<file path="config.mk">
export PLATFORM = sky130hd
export DESIGN_NAME = mov_xfer_flat
export DESIGN_NICKNAME = d
export VERILOG_FILES = /design/src/rtl/mov_xfer_if.sv /design/src/rtl/mov_xfer.sv /design/src/flat_wrapper.sv
export SDC_FILE = /design/constraint.sdc
export NUM_CORES = 1
export LEC_CHECK = 0
export BUFFER_PORTS_ARGS = -buffer_cell sky130_fd_sc_hd__buf_2
export CORE_UTILIZATION = 50
export DETAILED_ROUTE_END_ITERATION = 12
export PLACE_DENSITY = 0.7
export SETUP_SLACK_MARGIN = 0.1
export SLEW_MARGIN = 30
export SYNTH_ARGS = -nofsm -noshare
export SYNTH_HDL_FRONTEND = slang
export SYNTH_SLANG_ARGS = --single-unit
</file>
<file path="constraint.sdc">
create_clock -name clk -period 2.1 [get_ports clk]
set_input_delay 0.105 -clock clk [delete_from_list [all_inputs] [get_ports clk]]
set_output_delay 0.105 -clock clk [all_outputs]
set_load 0.03 [all_outputs]
</file>
<file path="src/rtl/mov_xfer_if.sv">
// mov_xfer_if: request, ALU writeback and debug-read signals of mov_xfer.
//   ce_n, req_valid, src_code, dst_code : move request from the MOV decoder
//   req_ready, busy, done               : move status back to the issuer
//   ext_we, ext_sel, ext_data           : ALU writeback into the register file
//   dbg_sel, dbg_data                   : asynchronous debug read
// Modports: master = request/writeback source, slave = mov_xfer.
interface mov_xfer_if #(
  parameter int DATA_W = 8
);
  logic              ce_n;
  logic              req_valid;
  logic              req_ready;
  logic [3:0]        src_code;
  logic [3:0]        dst_code;
  logic              ext_we;
  logic [3:0]        ext_sel;
  logic [DATA_W-1:0] ext_data;
  logic [3:0]        dbg_sel;
  logic [DATA_W-1:0] dbg_data;
  logic              busy;
  logic              done;

  modport master (
    output ce_n, req_valid, src_code, dst_code, ext_we, ext_sel, ext_data, dbg_sel,
    input  req_ready, dbg_data, busy, done
  );

  modport slave (
    input  ce_n, req_valid, src_code, dst_code, ext_we, ext_sel, ext_data, dbg_sel,
    output req_ready, dbg_data, busy, done
  );
endinterface

</file>
<file path="src/rtl/mov_xfer.sv">
// mov_xfer: MOV execution stage owning the 16-entry architectural register file.
// A decoded move (src/dst code) is accepted in IDLE, the source is read into
// tmp in READ (with ALU-writeback forwarding) and written to dst in WRITE.
// Ports:
//   clk  - system clock
//   rst  - synchronous active-high reset
//   bus  - mov_xfer_if.slave: request handshake, ALU writeback, debug read,
//          busy/done status
// Code 6 (INSP) resets to INSP_RESET; code 7 (FLAGS) only stores FLAGS_MASK bits.
module mov_xfer #(
  parameter int                DATA_W     = 8,
  parameter logic [DATA_W-1:0] INSP_RESET = 8'h00,
  parameter logic [DATA_W-1:0] FLAGS_MASK = 8'h0F
) (
  input logic         clk,
  input logic         rst,
  mov_xfer_if.slave   bus
);

  localparam logic [3:0] CODE_INSP  = 4'd6;
  localparam logic [3:0] CODE_FLAGS = 4'd7;

  typedef enum logic [1:0] {
    IDLE,
    READ,
    WRITE
  } state_t;

  state_t            state;
  state_t            state_next;
  logic [3:0]        src_q;
  logic [3:0]        dst_q;
  logic [DATA_W-1:0] tmp;
  logic              done_q;
  logic [DATA_W-1:0] regs [16];

  logic accept;
  logic ext_blocked;

  function automatic logic [DATA_W-1:0] wmask(input logic [3:0] code,
                                              input logic [DATA_W-1:0] d);
    return (code == CODE_FLAGS) ? (d & FLAGS_MASK) : d;
  endfunction

  assign accept = (state == IDLE) && bus.req_valid && !bus.ce_n;

  // The move's own write has priority over an ALU writeback to the same code.
  assign ext_blocked = (state == WRITE) && (bus.ext_sel == dst_q);

  always_comb begin
    state_next = state;
    unique case (state)
      IDLE:    if (accept) state_next = READ;
      READ:    state_next = WRITE;
      WRITE:   state_next = IDLE;
      default: state_next = IDLE;
    endcase
  end

  always_ff @(posedge clk) begin
    if (rst) begin
      state  <= IDLE;
      src_q  <= '0;
      dst_q  <= '0;
      tmp    <= '0;
      done_q <= 1'b0;
    end else begin
      state  <= state_next;
      done_q <= (state == WRITE);
      if (accept) begin
        src_q <= bus.src_code;
        dst_q <= bus.dst_code;
      end
      if (state == READ) begin
        // Forward an ALU writeback landing on the source in this same cycle.
        if (bus.ext_we && (bus.ext_sel == src_q))
          tmp <= wmask(src_q, bus.ext_data);
        else
          tmp <= regs[src_q];
      end
    end
  end

  always_ff @(posedge clk) begin
    if (rst) begin
      for (int unsigned i = 0; i < 16; i++)
        regs[i] <= '0;
      regs[CODE_INSP] <= INSP_RESET;
    end else begin
      if (bus.ext_we && !ext_blocked)
        regs[bus.ext_sel] <= wmask(bus.ext_sel, bus.ext_data);
      if (state == WRITE)
        regs[dst_q] <= wmask(dst_q, tmp);
    end
  end

  assign bus.req_ready = (state == IDLE);
  assign bus.busy      = (state != IDLE);
  assign bus.done      = done_q;
  assign bus.dbg_data  = regs[bus.dbg_sel];

endmodule

</file>
<file path="src/flat_wrapper.sv">
// flat-port wrapper written by rule: the top's interface ports become plain ports
module mov_xfer_flat 
#(
  parameter int                DATA_W     = 8,
  parameter logic [DATA_W-1:0] INSP_RESET = 8'h00,
  parameter logic [DATA_W-1:0] FLAGS_MASK = 8'h0F
)
  (clk, rst, bus_ce_n, bus_req_valid, bus_src_code, bus_dst_code, bus_ext_we, bus_ext_sel, bus_ext_data, bus_dbg_sel, bus_req_ready, bus_dbg_data, bus_busy, bus_done);
  mov_xfer_if #(.DATA_W(DATA_W)) bus_i ();
  input logic clk;
  input logic rst;
  input wire logic [$bits(bus_i.ce_n)-1:0] bus_ce_n;
  input wire logic [$bits(bus_i.req_valid)-1:0] bus_req_valid;
  input wire logic [$bits(bus_i.src_code)-1:0] bus_src_code;
  input wire logic [$bits(bus_i.dst_code)-1:0] bus_dst_code;
  input wire logic [$bits(bus_i.ext_we)-1:0] bus_ext_we;
  input wire logic [$bits(bus_i.ext_sel)-1:0] bus_ext_sel;
  input wire logic [$bits(bus_i.ext_data)-1:0] bus_ext_data;
  input wire logic [$bits(bus_i.dbg_sel)-1:0] bus_dbg_sel;
  output wire logic [$bits(bus_i.req_ready)-1:0] bus_req_ready;
  output wire logic [$bits(bus_i.dbg_data)-1:0] bus_dbg_data;
  output wire logic [$bits(bus_i.busy)-1:0] bus_busy;
  output wire logic [$bits(bus_i.done)-1:0] bus_done;
  assign bus_i.ce_n = bus_ce_n;
  assign bus_i.req_valid = bus_req_valid;
  assign bus_i.src_code = bus_src_code;
  assign bus_i.dst_code = bus_dst_code;
  assign bus_i.ext_we = bus_ext_we;
  assign bus_i.ext_sel = bus_ext_sel;
  assign bus_i.ext_data = bus_ext_data;
  assign bus_i.dbg_sel = bus_dbg_sel;
  assign bus_req_ready = bus_i.req_ready;
  assign bus_dbg_data = bus_i.dbg_data;
  assign bus_busy = bus_i.busy;
  assign bus_done = bus_i.done;
  mov_xfer #(.DATA_W(DATA_W), .INSP_RESET(INSP_RESET), .FLAGS_MASK(FLAGS_MASK)) u_core (.clk(clk), .rst(rst), .bus(bus_i));
endmodule
</file>
==> results of run 1 <==
## registers in the layout, indices dropped and copies added, names as in the netlist, named ones only
name             cells
u_core.regs        128
u_core.tmp           8
u_core.dst_q         4
u_core.src_q         4
u_core.state         2
u_core.bus.done      1
## area by class of cell
| class | instances | area [µm²] | area share, % |
|---|---|---|---|
| multi-input combinational | 417 | 4120 | 39.9 |
| tap | 220 | 275 | 2.66 |
| inverter | 3 | 11.3 | 0.109 |
| clock inverter | 4 | 25.0 | 0.242 |
| clock buffer | 28 | 578 | 5.60 |
| timing repair buffer | 124 | 1020 | 9.83 |
| sequential | 151 | 4310 | 41.7 |
## worst register-to-register path: stages, from the launching register on
cell and delay, ns:
dfxtp_1 0.45, xnor2_2 0.13, and2_1 0.24, a211oi_2 0.46, a211o_2 0.36
## cell families after synthesis
kind of cell | Yosys count | synth area share, %
other | 1 | 0.0437
AOI/OAI and AO/OA | 196 | 18.6
xor gates and xnor gates | 9 | 0.918
buffers and inverters | 74 | 3.75
muxes | 72 | 18.9
DFF | 151 | 50.1
and+or+nand+nor | 136 | 7.70
## power groups by stage
| stage | logic (mW) | clock network (mW) | registers [mW] |
|---|---|---|---|
| 3_5_place_dp | 0.989 | 0 | 3.55 |
| 4_1_cts | 1.04 | 3.08 | 3.49 |
| 3_3_place_gp | 0.971 | 0 | 3.54 |
| 6_report | 1.09 | 3.07 | 3.50 |
| 2_1_floorplan | 0.650 | 0 | 3.49 |
| 5_1_grt | 1.14 | 3.18 | 3.50 |
## worst max path at each step
stage                                       startpoint                           end  slack [ns]  cells after the start
final                      u_core.regs[9][7]$_DFFE_PP_               bus_dbg_data[7]       -0.05                      3
after global routing       u_core.regs[9][7]$_DFFE_PP_               bus_dbg_data[7]       -0.09                      3
after detailed placement  u_core.dst_q[0]$_SDFFE_PP0P_  u_core.regs[15][6]$_DFFE_PP_        0.02                      4
after CTS                  u_core.regs[9][7]$_DFFE_PP_               bus_dbg_data[7]       -0.07                      3
after floorplan           u_core.dst_q[1]$_SDFFE_PP0P_   u_core.regs[0][0]$_DFFE_PP_        0.14                      6
after global placement    u_core.dst_q[0]$_SDFFE_PP0P_  u_core.regs[15][6]$_DFFE_PP_        0.08                      4
## metal layers
layer  wire [µm]  vias to the layer above  part of all wire, %  global-route usage, %
met4         962                        2                  3.4                   13.5
met5          10                        -                0.036                      0
li1            -                     2867                    -                      -
met2       13400                      528                   48                   52.1
met1       10500                     3480                   37                   45.6
met3        3130                       67                   11                   6.51
## cell usage after synthesis, types with 2 or more instances
cell / instances / area [µm²]
a211o_1: 13 / 114
a211oi_1: 4 / 30.0
a21oi_1: 9 / 45.0
a22o_1: 37 / 324
a311oi_1: 4 / 35.0
a31oi_1: 4 / 25.0
a32o_1: 43 / 430
and2_1: 5 / 31.3
and3_1: 4 / 25.0
and4_1: 2 / 17.5
buf_1: 14 / 52.6
buf_2: 14 / 70.1
buf_4: 5 / 37.5
clkbuf_1: 37 / 139
dfxtp_1: 23 / 460
edfxtp_1: 128 / 3840
inv_1: 3 / 11.3
mux4_2: 72 / 1620
nand2_1: 41 / 154
nand2b_1: 5 / 31.3
nand3_1: 25 / 125
nand4_1: 2 / 12.5
nor2_1: 28 / 105
nor2b_1: 11 / 68.8
nor3_1: 5 / 25.0
o211a_1: 4 / 40.0
o211ai_1: 4 / 30.0
o22ai_1: 59 / 369
o32ai_1: 8 / 70.1
or3_1: 4 / 25.0
xnor2_1: 8 / 70.1
## per-stage QoR
stage / hold WS [ns] / util (%) / setup slack (ns) / instance area [µm²]
2_1_floorplan: 0.241 / - / 0.138 / 8590
3_3_place_gp: 0.371 / 56.5 / 0.0834 / 9430
3_5_place_dp: 0.373 / 56.5 / 0.0197 / 9430
4_1_cts: 0.0143 / 61.1 / -0.0678 / 10200
5_1_grt: 0.0583 / 61.9 / -0.0931 / 10300
6_report: 0.0397 / 61.9 / -0.0532 / 10300
## what timing repair did
action | 4_1_cts | 5_1_grt
pin swaps | 0 | 2
hold buffers | 8 | 0
resized for setup | 28 | 20
buffers inserted | 1 | 3
endpoints found under the hold margin | 12 | 0
setup endpoints to repair | 97 | 143
==> metrics.md, run 1 <==
| Metric | Value |
|---|---|
| Outcome | `finished with violations` |
| Failing checks | `setup timing` |
| Slowest stage delay, CP | `around 0.52 ns` |
| Post-synth ARST share | `0%` |
| Cell Count, Final, Fillers Out | `~950` |
| FP Rows | `47` |
| Min-Delay Startpoint | `bus_ce_n` |
| WHS Path Cells | `4` |
| VDD IR max | `between 0.5 and 0.6 mV` |
| WL/cell | `29.5 µm` |
| Crit path max fanout | `2` |
| Fill cell count | `1275` |
| Final setup viols | `8` |
| F_max | `464 MHz` |
| Total power | `7.66 mW` |
| Chip Width | `133 µm` |
| Num CTS Buffers | `17` |
| Routed WL | `28.0 mm` |
| PortBufs | `39` |
| Reg2reg setup slack | `0.14 ns` |
| CP endpoint kind | `output port` |
| Static leakage | `3.57 nW` |
| Ant. Diodes | `0` |
| Area growth, synth to finish | `20.4%` |
| Crit-path most repeated cell | `mux4_2` |
| Share of cells above drive strength 1 | `35.4%` |
| Max-slew violations | `0` |
| Reg2reg start | `u_core.dst_q[1]$_SDFFE_PP0P_` |
| Crit-path cells | `mux4_2, mux4_2, buf_6` |
| Internal | `5.74 mW` |
| Clk Latency, worst-skew pair | `0.43 ns` |
| WP data required | `2.00 ns` |
| TNS Setup | `-0.229 ns` |
| Clock Pin Slew Worst Setup and Hold Paths | `around 0.060 ns` |
| Num ports | `40` |
| Library cells used by synthesis | `between 40 and 50` |
| Gate power share | `14.2%` |
| RSZ-0062 raised after global routing | `true` |
| Switching pwr | `1.91 mW` |
| Vias in the first global route | `6804` |
| Final Wtd Congestion | `between 0.9 and 1` |
| Gr usage total | `33.2%` |
| HP Class | `in -> reg` |
| Fin crit share | `103%` |
| R2R cell count | `4` |
| Clk sinks | `151` |
| Critical Path Start Type | `flip-flop` |
| CTS H-tree lvls | `4` |
| Worst Path Arrival | `2.05 ns` |
| Post-Synthesis Cells | `639` |
| Prevailing post-synth register cell | `edfxtp_1` |
| Sequential share of the synthesized area | `50.1%` |
| Final WS setup | `-0.0532 ns` |
| Initial antenna violation count | `1` |
| Clock Skews | `0.00896 ns` |
| Die area | `17700 µm²` |
| Placed cells | `903` |
| Sequential share of power | `a little under half` |
| Syn_area_per_cell | `13.4 µm²` |
| Chip height | `133 µm` |
| Hold Path End | `u_core.dst_q[2]$_SDFFE_PP0P_` |
| Core area | `~17000 µm²` |
| Rel. slew slack | `45.0%` |
| First-pass GRT wire length | `42.2 mm` |
| Minimum clock period | `between 2 and 2.5 ns` |
| Top Family by Delay on Critical Path | `multiplexers` |
| Final Hold Viols | `0` |
| Fin nets | `743` |
| Most frequent cells in the layout | `edfxtp_1, mux4_2, buf_4` |
| Number of synthesized flops with an enable pin | `128` |
| DR vias | `between 6k and 7k` |
| Vias/cell | `roughly 7.3` |
| DP Wirelength | `20.6 mm` |
| Initial core utilization | `51.4%` |
| Worst Tran Pin Value | `between 0.8 and 0.9 ns` |
| CP bufs+invs | `1` |
| Yosys reg bits | `151` |
| Remaining antenna violation count | `0` |
| Reg-to-reg endpoint | `u_core.regs[4][4]$_DFFE_PP_` |
| Total congestion overflow | `0` |
| Initial DRC Count | `1242` |
| Clk pwr share | `approximately 40%` |
| Max Root-Sink Buffers | `2` |
| Commonest non-fill, non-tap cell in the layout | `edfxtp_1` |
| CP Class | `reg -> out` |
| Syn. warnings | `0` |
| CTS tree | `built` |
| DRC | `0` |
| Max_cap viols | `0` |
| Mapped Area | `8580 µm²` |
| Root buffer cell | `clkbuf_16` |
| PwrDens | `741 nW/µm²` |
| Largest net degree at the start of global routing | `33` |
| Sw frac | `25.0%` |
| Drt pass-1 iters | `6` |
| CP max-delay cell | `mux4_2` |
No activity file was read; power rests on OpenSTA's default activity.
==> run 2, diff against run 1 <==
--- a/config.mk
+++ b/config.mk
@@ -6,9 +6,10 @@
 export NUM_CORES = 1
 export LEC_CHECK = 0
 export BUFFER_PORTS_ARGS = -buffer_cell sky130_fd_sc_hd__buf_2
+export CORE_MARGIN = 2
 export CORE_UTILIZATION = 50
 export DETAILED_ROUTE_END_ITERATION = 12
-export PLACE_DENSITY = 0.7
+export PLACE_DENSITY = 0.67
 export SETUP_SLACK_MARGIN = 0.1
 export SLEW_MARGIN = 30
 export SYNTH_ARGS = -nofsm -noshare
==> constraint.sdc (replaced) <==
create_clock -name clk -period 2.2 [get_ports clk]
set_input_delay 0.11 -clock clk [delete_from_list [all_inputs] [get_ports clk]]
set_output_delay 0.11 -clock clk [all_outputs]
set_load 0.03 [all_outputs]
==> metrics.md, run 2 (same netlist as run 1, synthesis figures left out) <==
| Metric | Value |
|---|---|
| Outcome | `complete, no violations` |
| Max Root-Sink Buffers | `2 (unchanged)` |
| Min-Delay Startpoint | `bus_ext_data[5]` |
| Total power | `7.36 mW (-3.9%)` |
| Ant. Diodes | `0 (unchanged)` |
| Clk Latency, worst-skew pair | `0.43 ns (about the same)` |
| WP data required | `2.09 ns (+0.09 ns)` |
| CTS H-tree lvls | `4 (unchanged)` |
| HP Class | `in -> reg` |
| Crit path max fanout | `2 (unchanged)` |
| Clk pwr share | `41.1% (+1.0 points)` |
| FP Rows | `47 (unchanged)` |
| Gr usage total | `31.6% (-1.6 points)` |
| Area growth, synth to finish | `17.5%` |
| VDD IR max | `0.518 mV (-12%)` |
| DR vias | `6844 (-1.4%)` |
| Top Family by Delay on Critical Path | `multiplexers` |
| Fin nets | `729 (-1.9%)` |
| Max-slew violations | `0 (unchanged)` |
| Most frequent cells in the layout | `edfxtp_1, mux4_2, o22ai_1` |
| Fin crit share | `99.3%` |
| CP max-delay cell | `mux4_2` |
| Internal | `5.48 mW (-4.6%)` |
| Final WS setup | `0.0156 ns (+0.0687 ns)` |
| WHS Path Cells | `3 (-1)` |
| Static leakage | `3.43 nW (-3.8%)` |
| CP bufs+invs | `1 (unchanged)` |
| Commonest non-fill, non-tap cell in the layout | `edfxtp_1` |
| Crit-path most repeated cell | `mux4_2` |
| Reg2reg start | `u_core.dst_q[1]$_SDFFE_PP0P_` |
| Routed WL | `27.8 mm (-0.56%)` |
| Root buffer cell | `clkbuf_16` |
| Remaining antenna violation count | `0 (unchanged)` |
| DP Wirelength | `20.8 mm (+0.74%)` |
| Max reg flops | `128 (unchanged)` |
| Chip height | `135 µm (+1.5%)` |
| CP endpoint kind | `output port` |
| Die area | `18200 µm² (+3.0%)` |
| Final Hold Viols | `0 (unchanged)` |
| Sequential share of power | `45.4% (-0.3 points)` |
| Gate power share | `13.4% (-0.8 points)` |
| First-pass GRT wire length | `41.2 mm (-2.5%)` |
| Rel. slew slack | `46.0% (+1.1 points)` |
| Beginning of the critical path | `u_core.regs[11][5]$_DFFE_PP_` |
| CTS tree | `built` |
| Hold Path End | `u_core.tmp[5]$_SDFFE_PP0N_` |
| Fin Hold WS | `0.0751 ns (+0.0354 ns)` |
| PortBufs | `39 (unchanged)` |
| Reg with most FFs | `u_core.regs` |
| Max_cap viols | `0 (unchanged)` |
| Reg2reg setup slack | `0.18 ns (+0.04 ns)` |
| Core area | `16700 µm² (unchanged)` |
| Reg-to-reg endpoint | `u_core.regs[12][0]$_DFFE_PP_` |
| Critical Path Start Type | `flip-flop` |
| Drt pass-1 iters | `7 (+1)` |
| Num ports | `40 (unchanged)` |
| Total congestion overflow | `0 (unchanged)` |
| Num CTS Buffers | `17 (unchanged)` |
| Clk sinks | `151 (unchanged)` |
| Chip Width | `135 µm (+1.5%)` |
| Top Registers | `u_core.regs (128), u_core.tmp (8)` |
| Sw frac | `25.6% (+0.56 points)` |
| Worst Tran Pin Value | `0.808 ns (-0.0162 ns)` |
| Pre-CTS WS | `0.0701 ns (+0.0504 ns)` |
| Largest net degree at the start of global routing | `33 (unchanged)` |
| Minimum clock period | `2.18 ns` |
| Initial core utilization | `51.4% (unchanged)` |
| DRC | `0 (unchanged)` |
| RSZ-0062 raised after global routing | `true` |
| WL/cell | `29.8 µm (+0.93%)` |
| Worst Path Arrival | `2.07 ns (+0.02 ns)` |
| Slowest stage delay, CP | `0.54 ns (+0.02 ns)` |
| CP Class | `reg -> out` |
| F_max | `458 MHz` |
| Final Wtd Congestion | `0.948 (+3.5%)` |
| Vias/cell | `7.34 (about the same)` |
| Share of cells above drive strength 1 | `31.4% (-3.9 points)` |
| Initial DRC Count | `1129 (-9.1%)` |
| PwrDens | `730 nW/µm² (-1.5%)` |
| Initial antenna violation count | `0 (-1)` |
| Crit-path cells | `mux4_2, mux4_2, buf_6` |
| Clock Pin Slew Worst Setup and Hold Paths | `0.06 ns (about the same)` |
| Final setup viols | `0 (-8)` |
| R2R cell count | `4 (unchanged)` |
| Switching pwr | `1.88 mW (-1.7%)` |
| Clock Skews | `0.00783 ns (-0.00113 ns)` |
| TNS Setup | `0 ns (+0.229 ns)` |
| Vias in the first global route | `6556 (-3.6%)` |
## run 2: cell count changes in the layout (fill, tap and decap cells not counted), sizes merged
| cell | before | now |
|---|---|---|
| clkinvlp | 0 | 4 |
| buf | 116 | 102 |
| bufinv | 0 | 3 |
| clkbuf | 28 | 19 |
| inv | 5 | 7 |
## run 2: area by class of cell
class,instances,area (µm²)
tap,220,275
sequential,151,4310
timing repair buffer,110,873
inverter,3,11.3
clock buffer,19,443
multi-input combinational,417,4010
clock inverter,13,169
fill,1310,6610
## run 2: per-layer routing
layer	vias to the layer above	part of all wire, %	track usage (%)
met5	-	0	0
met4	0	2.6	8.74
met3	70	12	8.15
met2	536	48	49.5
met1	3407	38	44.2
li1	2831	-	-
## run 2: worst max-delay path by stage
stage,endpoint,slack [ns],cells past startpoint
3_5_place_dp,u_core.regs[6][4]$_DFFE_PP_,0.07,4
5_1_grt,bus_dbg_data[4],-0.005,3
6_report,bus_dbg_data[5],0.02,3
3_3_place_gp,u_core.regs[2][4]$_DFFE_PP_,0.15,4
2_1_floorplan,u_core.regs[0][0]$_DFFE_PP_,0.24,6
4_1_cts,bus_dbg_data[5],0.03,3
## run 2: power by group through the flow
stage / logic (mW) / registers [mW] / clock network [mW]
after floorplan: 0.621 / 3.33 / 0
after global placement: 0.901 / 3.39 / 0
after detailed placement: 0.920 / 3.40 / 0
after CTS: 0.965 / 3.34 / 3.03
after global routing: 1.03 / 3.35 / 3.13
final: 0.990 / 3.34 / 3.03
## run 2: timing repair
| action | 4_1_cts | 5_1_grt |
|---|---|---|
| setup buffers | 0 | 2 |
| hold endpoints to repair | 12 | 0 |
| resized for setup | 19 | 9 |
| endpoints found under the setup margin | 25 | 70 |
| hold buffers | 8 | 0 |
| pin swaps | 0 | 1 |
## run 2: worst min-delay path, cell delays in order
cell and delay (ns):
buf_2 0.14, a31oi_1 0.14, a211oi_1 0.08
## run 2: stage by stage
step	instance area, µm²	instances	utilization (%)
floorplan	8590	642	-
global placement	9300	891	55.7
detailed placement	9300	891	55.7
CTS	10000	931	60.2
global route	10100	933	60.4
finish	10100	933	60.4
==> run 3, diff against run 2 <==
--- a/config.mk
+++ b/config.mk
@@ -5,6 +5,7 @@
 export SDC_FILE = /design/constraint.sdc
 export NUM_CORES = 1
 export LEC_CHECK = 0
+export ABC_AREA = 1
 export BUFFER_PORTS_ARGS = -buffer_cell sky130_fd_sc_hd__buf_2
 export CORE_MARGIN = 2
 export CORE_UTILIZATION = 50
==> metrics.md, run 3 <==
| Metric | Value |
|---|---|
| Top-area cell type share of the netlist area | `40.4% (-4.3 points)` |
| PortBufs | `39 (unchanged)` |
| Die area | `20100 µm² (+10%)` |
| Initial DRC Count | `1698 (+50%)` |
| Most frequent cells in the layout | `nand2_1, o21ai_0, edfxtp_1` |
| Remaining antenna violation count | `0 (unchanged)` |
| Vias/cell | `6.50 (-11%)` |
| F_max | `480 MHz (+4.9%)` |
| WP data required | `2.09 ns (about the same)` |
| Crit path max fanout | `2 (unchanged)` |
| Initial core utilization | `50.8% (-0.58 points)` |
| Mapped Area | `9500 µm² (+11%)` |
| Clk Latency, worst-skew pair | `0.44 ns (about the same)` |
| Final Hold Viols | `0 (unchanged)` |
| CTS H-tree lvls | `4 (unchanged)` |
| Clock Skews | `0.00625 ns (-0.00158 ns)` |
| Commonest non-fill, non-tap cell in the layout | `nand2_1` |
| Max-slew violations | `0 (unchanged)` |
| Post-synth ARST share | `0% (unchanged)` |
| Clk sinks | `151 (unchanged)` |
| Num ports | `40 (unchanged)` |
| Area growth, synth to finish | `12.1%` |
| Final Wtd Congestion | `0.923 (-2.7%)` |
| DP Wirelength | `23.7 mm (+14%)` |
| Ant. Diodes | `0 (unchanged)` |
| PwrDens | `708 nW/µm² (-2.9%)` |
| Outcome | `complete, no violations` |
| Max Root-Sink Buffers | `2 (unchanged)` |
| Total congestion overflow | `0 (unchanged)` |
| Gr usage total | `34.8% (+3.3 points)` |
| Fin nets | `1268 (+74%)` |
| Worst Tran Pin Value | `0.769 ns (-0.0392 ns)` |
| CTS tree | `built` |
| Sequential share of the synthesized area | `45.3% (-4.9 points)` |
| Routed WL | `34.6 mm (+24%)` |
| Vias in the first global route | `8556 (+31%)` |
| FP Rows | `50 (+6.4%)` |
| CP Class | `reg -> out` |
| Chip height | `142 µm (+5.1%)` |
| First-pass GRT wire length | `52.0 mm (+26%)` |
| Worst Path Arrival | `1.97 ns (-0.10 ns)` |
| DR vias | `9666 (+41%)` |
| Max_cap viols | `0 (unchanged)` |
| Post-CTS setup buffers | `0 (unchanged)` |
| TNS Setup | `0 ns (unchanged)` |
| Syn. warnings | `0 (unchanged)` |
| Rel. slew slack | `48.7% (+2.6 points)` |
| Yosys reg bits | `151 (unchanged)` |
| DRC | `0 (unchanged)` |
| Post-Synthesis Cells | `1232 (+93%)` |
| Library cells used by synthesis | `30 (-33%)` |
| Share of cells above drive strength 1 | `10.9% (-21 points)` |
| Initial antenna violation count | `0 (unchanged)` |
| Num CTS Buffers | `17 (unchanged)` |
| Core area | `18700 µm² (+12%)` |
| Fin crit share | `94.7% (-4.6 points)` |
| Root buffer cell | `clkbuf_16` |
| Total power | `7.54 mW (+2.5%)` |
| CP endpoint kind | `output port` |
| Largest net degree at the start of global routing | `114 (+250%)` |
| Yosys top cell by area | `edfxtp_1` |
| Clock Pin Slew Worst Setup and Hold Paths | `0.06 ns (about the same)` |
| HP Class | `in -> reg` |
| Largest cells by area after synthesis | `edfxtp_1, o21ai_0, nand2_1` |
| VDD IR max | `0.494 mV (-4.5%)` |
| Critical Path Start Type | `flip-flop` |
| Final setup viols | `0 (unchanged)` |
| Chip Width | `142 µm (+5.1%)` |
| Static leakage | `3.92 nW (+14%)` |
| Syn_area_per_cell | `7.71 µm² (-43%)` |
| Top Registers | `u_core.regs (128), u_core.tmp (8)` |
| Max reg flops | `128 (unchanged)` |
| Top-count cell post-synth | `nand2_1` |
| Minimum clock period | `2.08 ns (-0.102 ns)` |
| Drt pass-1 iters | `8 (+1)` |
| Number of synthesized flops with an enable pin | `128 (unchanged)` |
| Reg with most FFs | `u_core.regs` |
| WL/cell | `23.3 µm (-22%)` |
| Prevailing post-synth register cell | `edfxtp_1` |
| RSZ-0062 raised after global routing | `true` |
| Synth cell count leaders | `nand2_1, o21ai_0, edfxtp_1, inv_1, nand4_1` |
| Fin Hold WS | `0.0102 ns (-0.0649 ns)` |
-- run 3: cell type report --
type	count	area [µm²]
Clock inverter	14	176
Sequential cell	151	4310
Tap cell	234	293
Timing Repair Buffer	83	656
Clock buffer	18	429
Multi-Input combinational cell	854	4290
Fill cell	1746	8060
Inverter	132	495
-- run 3: power breakdown --
group	internal, mW	switching (mW)
Sequential	3.22	0.0771
Clock	1.79	1.26
Combinational	0.324	0.873
Total	5.34	2.21
-- run 3: per-layer routing --
layer  GRT usage (%)  vias to the layer above  share of wire [%]
li1                -                     4363                  -
met1            48.5                     4495                 39
met2            53.3                      690                 44
met3            6.07                      118                 12
met4            16.2                        0                4.8
met5               0                        -                  0
-- run 3: through the flow --
stage	setup WS (ns)	cells	area [µm²]	util [%]
3_3_place_gp	0.224	1448	9960	53.2
3_5_place_dp	0.187	1448	9960	53.2
2_1_floorplan	0.307	1235	9520	-
5_1_grt	0.0657	1486	10700	56.9
4_1_cts	0.162	1486	10600	56.8
6_report	0.117	1486	10700	56.9
-- run 3: worst paths after layout --
kind	start	endpoint	slack, ns	cells after the start
hold / removal	bus_src_code[3]	flip-flop	0.01	3
hold reg to reg	u_core.src_q[0]$_SDFFE_PP0P_	flip-flop	0.52	2
setup reg to reg	u_core.dst_q[1]$_SDFFE_PP0P_	u_core.regs[4][4]$_DFFE_PP_	0.21	7
setup / recovery	u_core.regs[4][2]$_DFFE_PP_	bus_dbg_data[2]	0.12	5
-- run 3: logic make-up after synthesis --
| family | after synthesis | synth area share (%) |
|---|---|---|
| AND/OR/NAND/NOR | 511 | 24.9 |
| AO/OA/AOI/OAI | 337 | 19.5 |
| buffers and inverters | 230 | 10.0 |
| flip-flops | 151 | 45.3 |
| XOR/XNOR | 2 | 0.184 |
| other | 1 | 0.0395 |
-- run 3: critical path: stages, from the launching register on --
cell and delay, ns:
edfxtp_1 0.43, o21ai_0 0.52, nand2_1 0.11, o221ai_1 0.21, nand2_1 0.07, buf_2 0.18
-- run 3: repair_timing --
action,CTS,global route
hold buffers,6,0
resized for setup,0,9
hold endpoints to repair,8,0
endpoints found under the setup margin,0,99
